===== config.mk =====
export PLATFORM = sky130hd
export DESIGN_NAME = varredura_display_flat
export DESIGN_NICKNAME = d
export VERILOG_FILES = /design/src/rtl/varredura_display_if.sv /design/src/rtl/varredura_display.sv /design/src/flat_wrapper.sv
export SDC_FILE = /design/constraint.sdc
export NUM_CORES = 1
export LEC_CHECK = 0
export BUFFER_PORTS_ARGS = -buffer_cell sky130_fd_sc_hd__buf_2
export CAP_MARGIN = 10
export CORE_MARGIN = 4
export CORE_UTILIZATION = 55
export DETAILED_ROUTE_END_ITERATION = 16
export PLACE_DENSITY = 0.79
export SLEW_MARGIN = 20
export SYNTH_ARGS = -nofsm -noshare
export SYNTH_HDL_FRONTEND = slang
export SYNTH_SLANG_ARGS = --single-unit

===== constraint.sdc =====
create_clock -name clock -period 5.1 [get_ports clock]
set_clock_uncertainty 0.1 [all_clocks]
set_input_delay 1.02 -clock clock [delete_from_list [all_inputs] [get_ports clock]]
set_output_delay 1.02 -clock clock [all_outputs]
set_load 0.1 [all_outputs]

===== src/rtl/varredura_display_if.sv =====
// Display-scanner bus: four segment words with blink/enable controls in,
// and the multiplexed segment bus with digit enables out.
interface varredura_display_if;
    logic [6:0] seg0;
    logic [6:0] seg1;
    logic [6:0] seg2;
    logic [6:0] seg3;
    logic [3:0] pisca;
    logic       habilita;
    logic [6:0] segmentos;
    logic [3:0] digito;
    logic       fase_pisca;

    modport master (
        output seg0, seg1, seg2, seg3, pisca, habilita,
        input  segmentos, digito, fase_pisca
    );

    modport slave (
        input  seg0, seg1, seg2, seg3, pisca, habilita,
        output segmentos, digito, fase_pisca
    );
endinterface


===== src/rtl/varredura_display.sv =====
// Four-digit multiplexed 7-segment scanner: one shared segment bus, one-hot
// active-low digit enables, a blank guard cycle between slots and blink gating.
module varredura_display #(
    parameter int DIV             = 50000,
    parameter int BLINK_DIV       = 250,
    parameter bit SEG_ATIVO_BAIXO = 1'b1
) (
    input logic              clock,
    input logic              reset,
    varredura_display_if.slave bus
);
    localparam int CW = (DIV > 1) ? $clog2(DIV) : 1;
    localparam int BW = (BLINK_DIV > 1) ? $clog2(BLINK_DIV) : 1;
    localparam logic [6:0] BLANK = SEG_ATIVO_BAIXO ? 7'h7F : 7'h00;

    logic [CW-1:0] cnt, cnt_next;
    logic [1:0]    idx, idx_next;
    logic [BW-1:0] bcnt, bcnt_next;
    logic          phase, phase_next;
    logic          guard, guard_next;
    logic          tick;
    logic [6:0]    seg_sel, seg_next, seg_q;
    logic [3:0]    dig_next, dig_q;

    assign tick = (cnt == CW'(DIV - 1));

    // Scan timing: prescaler, slot index and blink phase all advance on tick.
    always_comb begin
        cnt_next   = tick ? '0 : cnt + CW'(1);
        idx_next   = idx;
        bcnt_next  = bcnt;
        phase_next = phase;
        guard_next = tick;
        if (tick) begin
            idx_next = idx + 2'd1;
            if (bcnt == BW'(BLINK_DIV - 1)) begin
                bcnt_next  = '0;
                phase_next = ~phase;
            end else begin
                bcnt_next = bcnt + BW'(1);
            end
        end
    end

    always_comb begin
        seg_sel = bus.seg0;
        case (idx_next)
            2'd0: seg_sel = bus.seg0;
            2'd1: seg_sel = bus.seg1;
            2'd2: seg_sel = bus.seg2;
            2'd3: seg_sel = bus.seg3;
            default: seg_sel = bus.seg0;
        endcase
    end

    // Output words are built from next-state values so they line up with the
    // registered slot; the guard cycle hides segment ghosting between digits.
    always_comb begin
        dig_next = 4'b1111;
        seg_next = BLANK;
        if (bus.habilita && !guard_next) begin
            dig_next = ~(4'b0001 << idx_next);
            if (bus.pisca[idx_next] && phase_next) begin
                seg_next = BLANK;
            end else begin
                seg_next = seg_sel;
            end
        end
    end

    always_ff @(posedge clock) begin
        if (reset) begin
            cnt   <= '0;
            idx   <= 2'd0;
            bcnt  <= '0;
            phase <= 1'b0;
            guard <= 1'b0;
            seg_q <= BLANK;
            dig_q <= 4'b1111;
        end else begin
            cnt   <= cnt_next;
            idx   <= idx_next;
            bcnt  <= bcnt_next;
            phase <= phase_next;
            guard <= guard_next;
            seg_q <= seg_next;
            dig_q <= dig_next;
        end
    end

    assign bus.segmentos  = seg_q;
    assign bus.digito     = dig_q;
    assign bus.fase_pisca = phase;
endmodule


===== src/flat_wrapper.sv =====
// flat-port wrapper written by rule: the top's interface ports become plain ports
module varredura_display_flat 
#(
    parameter int DIV             = 50000,
    parameter int BLINK_DIV       = 250,
    parameter bit SEG_ATIVO_BAIXO = 1'b1
)
  (clock, reset, bus_seg0, bus_seg1, bus_seg2, bus_seg3, bus_pisca, bus_habilita, bus_segmentos, bus_digito, bus_fase_pisca);
  varredura_display_if bus_i ();
  input logic clock;
  input logic reset;
  input wire logic [$bits(bus_i.seg0)-1:0] bus_seg0;
  input wire logic [$bits(bus_i.seg1)-1:0] bus_seg1;
  input wire logic [$bits(bus_i.seg2)-1:0] bus_seg2;
  input wire logic [$bits(bus_i.seg3)-1:0] bus_seg3;
  input wire logic [$bits(bus_i.pisca)-1:0] bus_pisca;
  input wire logic [$bits(bus_i.habilita)-1:0] bus_habilita;
  output wire logic [$bits(bus_i.segmentos)-1:0] bus_segmentos;
  output wire logic [$bits(bus_i.digito)-1:0] bus_digito;
  output wire logic [$bits(bus_i.fase_pisca)-1:0] bus_fase_pisca;
  assign bus_i.seg0 = bus_seg0;
  assign bus_i.seg1 = bus_seg1;
  assign bus_i.seg2 = bus_seg2;
  assign bus_i.seg3 = bus_seg3;
  assign bus_i.pisca = bus_pisca;
  assign bus_i.habilita = bus_habilita;
  assign bus_segmentos = bus_i.segmentos;
  assign bus_digito = bus_i.digito;
  assign bus_fase_pisca = bus_i.fase_pisca;
  varredura_display #(.DIV(DIV), .BLINK_DIV(BLINK_DIV), .SEG_ATIVO_BAIXO(SEG_ATIVO_BAIXO)) u_core (.clock(clock), .reset(reset), .bus(bus_i));
endmodule

---- Yosys cells after proc, flatten, opt, wreduce, memory -nomap -nowiden ----
Index checks and enable logic that the tools add are counted.
word-level totals
  register bits after elaboration ......... 38
  output and inout port bits .............. 12
  logic and storage cells ................. 33
operators by class
  add/subtract/negate cells ............... 3
  magnitude comparators ................... 1
  equality and inequality tests ........... 5
  shifts and indexed selects .............. 1
  mux-type cells .......................... 7
  bitwise gates (word level) .............. 3
  reduce and logical (&&, ||, !) cells .... 7
operators by type and width
  cell                                                         count
  case mux 7 bit (4 select lines)                              1
  adder 16 x 1 -> 16 bit (second input constant)               1
  equality test 16 bit (second input constant)                 1
  adder 8 x 1 -> 8 bit (second input constant)                 1
  equality test 8 bit (second input constant)                  1
  two-way mux 8 bit                                            1
  equality test 2 bit (second input constant)                  2
  NOT 4 bit                                                    1
  OR reduction 2 bit                                           2
  left shift 1 x 2 -> 4 bit (first input constant)             1
  less-than comparator 2 x 3 -> 1 bit (second input constant)  1
  two-way mux 1 bit                                            3
  OR reduction 3 bit                                           1
  adder 2 x 1 -> 2 bit (second input constant)                 1
  binary-select mux 1 bit (select 2 bit)                       1
  equality test 2 x 1 -> 1 bit (second input constant)         1
  logical AND 1 bit                                            2
  logical NOT 2 bit                                            1
  two-way mux 2 bit                                            1
  NOT 1 bit                                                    2
  logical NOT 1 bit                                            1

---- Longest topological paths before layout ----
  depth in word-level cells ............... 6
  mapped depth ............................ 10
  depth with buffers taken out ............ 8

---- Worst setup path before layout ----
No wires, ideal clock.
  kind .................................... register to register
  start point ............................. reg u_core.cnt[5]
  end point ............................... reg u_core.seg_q[1] (netlist: u_core.bus.segmentos[1])
  library setup time ...................... 0.134 ns
  arrival ................................. 2.238 ns
  data required time ...................... 4.866 ns
  slack ................................... 2.628 ns
  cell stages (with the launch flop) ...... 8
  buffers on the path ..................... 1
  period minus slack after synthesis ...... 2.472 ns
  path through ............................ dfxtp_1 > or4b_4 > nor4_4 > buf_2 > mux2_2 > nand2_1 > a32oi_1 > or4_1
between the ends
  longest elaborated chain between the ends .. 6
  elaborated cells on any way between the ends .. 15
  classes of those cells .................. eq/ne (4); mux (5); bitwise (1); reduce/logical (5)
ends and longest elaborated chain
  item                                     RTL line                 source
  start, declared                          varredura_display.sv:16  logic [CW-1:0] cnt, cnt_next;
  start signal, assigned                   varredura_display.sv:81  cnt <= cnt_next;
  equality test 16 bit *                   varredura_display.sv:25  assign tick = (cnt == CW'(DIV - 1));
  two-way mux 2 bit                        varredura_display.sv:34  if (tick) begin
  binary-select mux 1 bit (select 2 bit)   varredura_display.sv:63  if (bus.pisca[idx_next] && phase_next) begin
  two-way mux 1 bit (not written as such)  varredura_display.sv:63
  logical AND 1 bit                        varredura_display.sv:63
  OR reduction 3 bit (no line)             -
  end signal, assigned                     varredura_display.sv:86  seg_q <= seg_next;
  end, declared                            varredura_display.sv:22  logic [6:0] seg_sel, seg_next, seg_q;
Mark *: on every way between the ends. The rest lies on a longest branch, timed or not. The select of a mux whose other input is x is not followed.
A chain may end at the register's enable or synchronous reset.

---- Worst setup path after layout ----
  start point ............................. reg u_core.cnt[0]
  end point ............................... reg u_core.seg_q[1] (netlist: u_core.bus.segmentos[1])
Same word-level chain as after synthesis.

==> metrics.md <==
| Metric | Value |
|---|---|
| DR WL/cell | 14.46 um |
| Number of global-route vias before repair | 1769 |
| Peak VDD IR | 0.2070 mV |
| Worst Setup Start Kind | flop |
| Top Ports | 47 |
| Cell Pwr Density | 236.0 mW/mm2 |
| CTS resizes | 0 |
| IO buf count | 46 |
| Final Hold Viols | 0 |
| Max Cap Viol | 0 |
| Mean Syn Cell Area | 8.611 um2 |
| H-tree depth | 2 |
| DR iter-0 viols | 230 |
| Worst skew pair latency | 0.29 ns |
| Largest net degree at the start of global routing | 31 |
| CP arrival | 2.99 ns |
| RSZ-0062 raised after global routing | no |
| Switching power | 146.4 uW |
| Post-detailed-route count of antenna-violating nets | 0 |
| Clock Power Share | 35.8% |
| Routability congestion estimate | 0.8155 |
| Final #Nets | 318 |
| Slew Viols, Final | 0 |
| Syn Nets | 276 |
| Maximum clock rate | 0.3421 GHz |
| Family with the most delay on the worst path | simple AND/OR/NAND/NOR gates |
| GRT overflow | 0 |
| Routed vias/inst | 5.682 |
| Layout cells sized above 1 | 22.78% |
| Status | finished clean |
| Core area | 0.003468 mm2 |
| # rows | 21 |
| Met1 usage | 23.55% |
| Final Cycle Share | 57.32% |
| Crit path max-delay cell type | nor4_4 |
| Commonest non-fill, non-tap cell in the layout | buf_2 |
| Yosys warning count | 0 |
| Clk root buf | clkbuf_8 |
| Worst path cell trace | ha_1 > nand3_1 > nor4_4 > buf_4 > mux2_2 > nand2_1 > a32oi_1 > or4_1 |
| Worst-margin pin slew | 0.9172 ns |
| Area grow syn2layout | 16.61% |
| Utilization after layout | 68.90% |
| Hpwl dp | 3393 um |
| Total track usage | 20.00% |
| Sequential area share after synthesis | 37.12% |
| Asr flop ratio synth | 0% |
| Die height | 69.05 um |
| Flop pwr share | 53.8% |
| Kind of critical path | flop to flop |
| Switching Fraction | 25.96% |
| WL final | 4730 um |
| Die W | 69.05 um |
| Clock period minus worst slack | 2.923 ns |
| Worst setup EP type | flop |
| Relative slew slack | 38.77% |
| ANT cells | 0 |
| Max FO, Critical Path | 14 |
| TritonCTS clock tree | yes |
| Cts hold-fix bufs | 0 |
| Clock Path Buffers | 2 |
| GR Util met3 | 7.267% |
| CTS Sinks | 38 |
| DRT Pass-1 Iters | 4 |
| Post-CTS Setup Bufs | 0 |
| Final setup TNS | 0 ns |
| Final setup fails | 0 |
| Number of synthesized flops with an enable pin | 0 |
| Post-synthesis cell count | 238 |
| Worst path max stage delay | 0.65 ns |
| Antenna violations before repair | 0 |
| Worst min-delay path category | flop to flop |
| Starting Density | 59.09% |
| Top FF cell, synth | dfxtp_1 |
| FF+latch count, synth | 38 |
| Combinational share of power | 10.4% |
| Most frequent cells in the layout | 46 x buf_2, 38 x dfxtp_1, 25 x nor2_1 |
| Post-synth cell types | 39 |
| Lkg Pwr | 0.0008679 uW |
| CP bufs+invs | 1 |
| Total number of vias | 1858 |
| Total CTS buffers | 5 |
| Internal power | 417.5 uW |
| GRT busiest layer | met2 |
| Fill cells | 294 |
| Synthesized area | 0.002049 mm2 |
| Global-route wire length before repair | 8038 um |
| CTS clk-pin slew, worst paths | 0.08 ns |
| Met2 GRT Util | 34.22% |
| Critical Path RT | 5.16 ns |
| Die area | 0.004767 mm2 |
| DRC | 0 |
## cells by family (layout without fill, tap and decap cells)
kind of cell             Yosys count  count (layout)  synth area share [%]
buffers and inverters             16              59                 3.479
adder cells (fa/ha/maj)            3               3                 1.832
AND/OR/NAND/NOR                  110             110                 29.61
AO/OA/AOI/OAI                     39              39                 12.76
multiplexers                      13              13                 7.082
flip-flops                        38              38                 37.12
XOR/XNOR                          19              19                 8.120
## power groups by stage
stage | combinational [uW] | sequential (uW) | clock (uW)
after floorplan | 15.9 | 330 | 0
after global placement | 57.6 | 310 | 0
after detailed placement | 58.1 | 310 | 0
after CTS | 58.3 | 303 | 205
after global routing | 62.5 | 304 | 218
final | 58.5 | 304 | 202
## worst paths after layout
check / startpoint / end / slack (ns) / cells after the start
worst min register to register: u_core.cnt[0] / u_core.cnt[0] / 0.39 / 1
worst min-delay path: u_core.cnt[0] / u_core.cnt[0] / 0.39 / 1
worst max register to register: u_core.cnt[0] / u_core.bus.segmentos[1] / 2.18 / 8
worst max-delay path: u_core.cnt[0] / u_core.bus.segmentos[1] / 2.18 / 8
## worst reg2reg max path, stage by stage, from the launching register on
cell and delay [ns]:
dfxtp_1 0.37, ha_1 0.21, nand3_1 0.18, nor4_4 0.65, buf_4 0.33, mux2_2 0.35
nand2_1 0.07, a32oi_1 0.07, or4_1 0.47
## flip-flops by register name, summed over array words and instances (netlist names)
| signal | cells |
|---|---|
| u_core.bus.segmentos | 7 |
| u_core.bcnt | 8 |
| u_core.cnt | 16 |
| u_core.idx | 2 |
| u_core.bus.digito | 4 |
| u_core.bus.fase_pisca | 1 |
## Yosys cell counts (5+ instances only)
library cell | count | area [um2]
dfxtp_1 | 38 | 760.7
nand2_1 | 19 | 71.32
or3_1 | 10 | 62.56
nor3_1 | 7 | 35.03
nor2_1 | 25 | 93.84
nand3_1 | 9 | 45.04
xor2_1 | 10 | 87.58
a31oi_1 | 10 | 62.56
o21ai_0 | 6 | 30.03
mux2i_1 | 10 | 100.1
and3_1 | 8 | 50.05
or4_1 | 5 | 37.54
a21oi_1 | 6 | 30.03
clkbuf_1 | 9 | 33.78
xnor2_1 | 9 | 78.83
nand2b_1 | 5 | 31.28
nand4_1 | 7 | 43.79
## metal layers
| metal | up-vias | routed length (um) | share of wire [%] |
|---|---|---|---|
| met5 | - | 0 | 0 |
| met4 | 0 | 24 | 0.51 |
| met3 | 4 | 357 | 7.5 |
| met2 | 71 | 2301 | 49 |
| met1 | 835 | 2047 | 43 |
| li1 | 948 | - | - |
## metrics by stage
stage / area (um2) / power, uW / instances / setup slack (ns) / hold WS (ns)
floorplan: 2049 / 345.6 / 238 / 2.628 / 0.3260
global placement: 2288 / 367.9 / 318 / 1.810 / 0.3416
finish: 2390 / 564.0 / 327 / 2.177 / 0.3874
detailed placement: 2303 / 368.5 / 319 / 2.203 / 0.3713
global route: 2390 / 585.1 / 327 / 1.979 / 0.4185
CTS: 2390 / 567.0 / 327 / 2.179 / 0.3836
## area by class of cell
type                    count  area, um2  share of cell area (%)
inverters                   2      7.507                  0.3141
repair buffers             49      260.3                   10.89
flip-flops and latches     38      760.7                   31.83
multi-input cells         184       1217                   50.94
well taps                  46      57.56                   2.408
clock inverters             2      13.76                  0.5759
clock buffers               6      72.57                   3.037
Note: power is estimated with default switching activity, not from simulation.
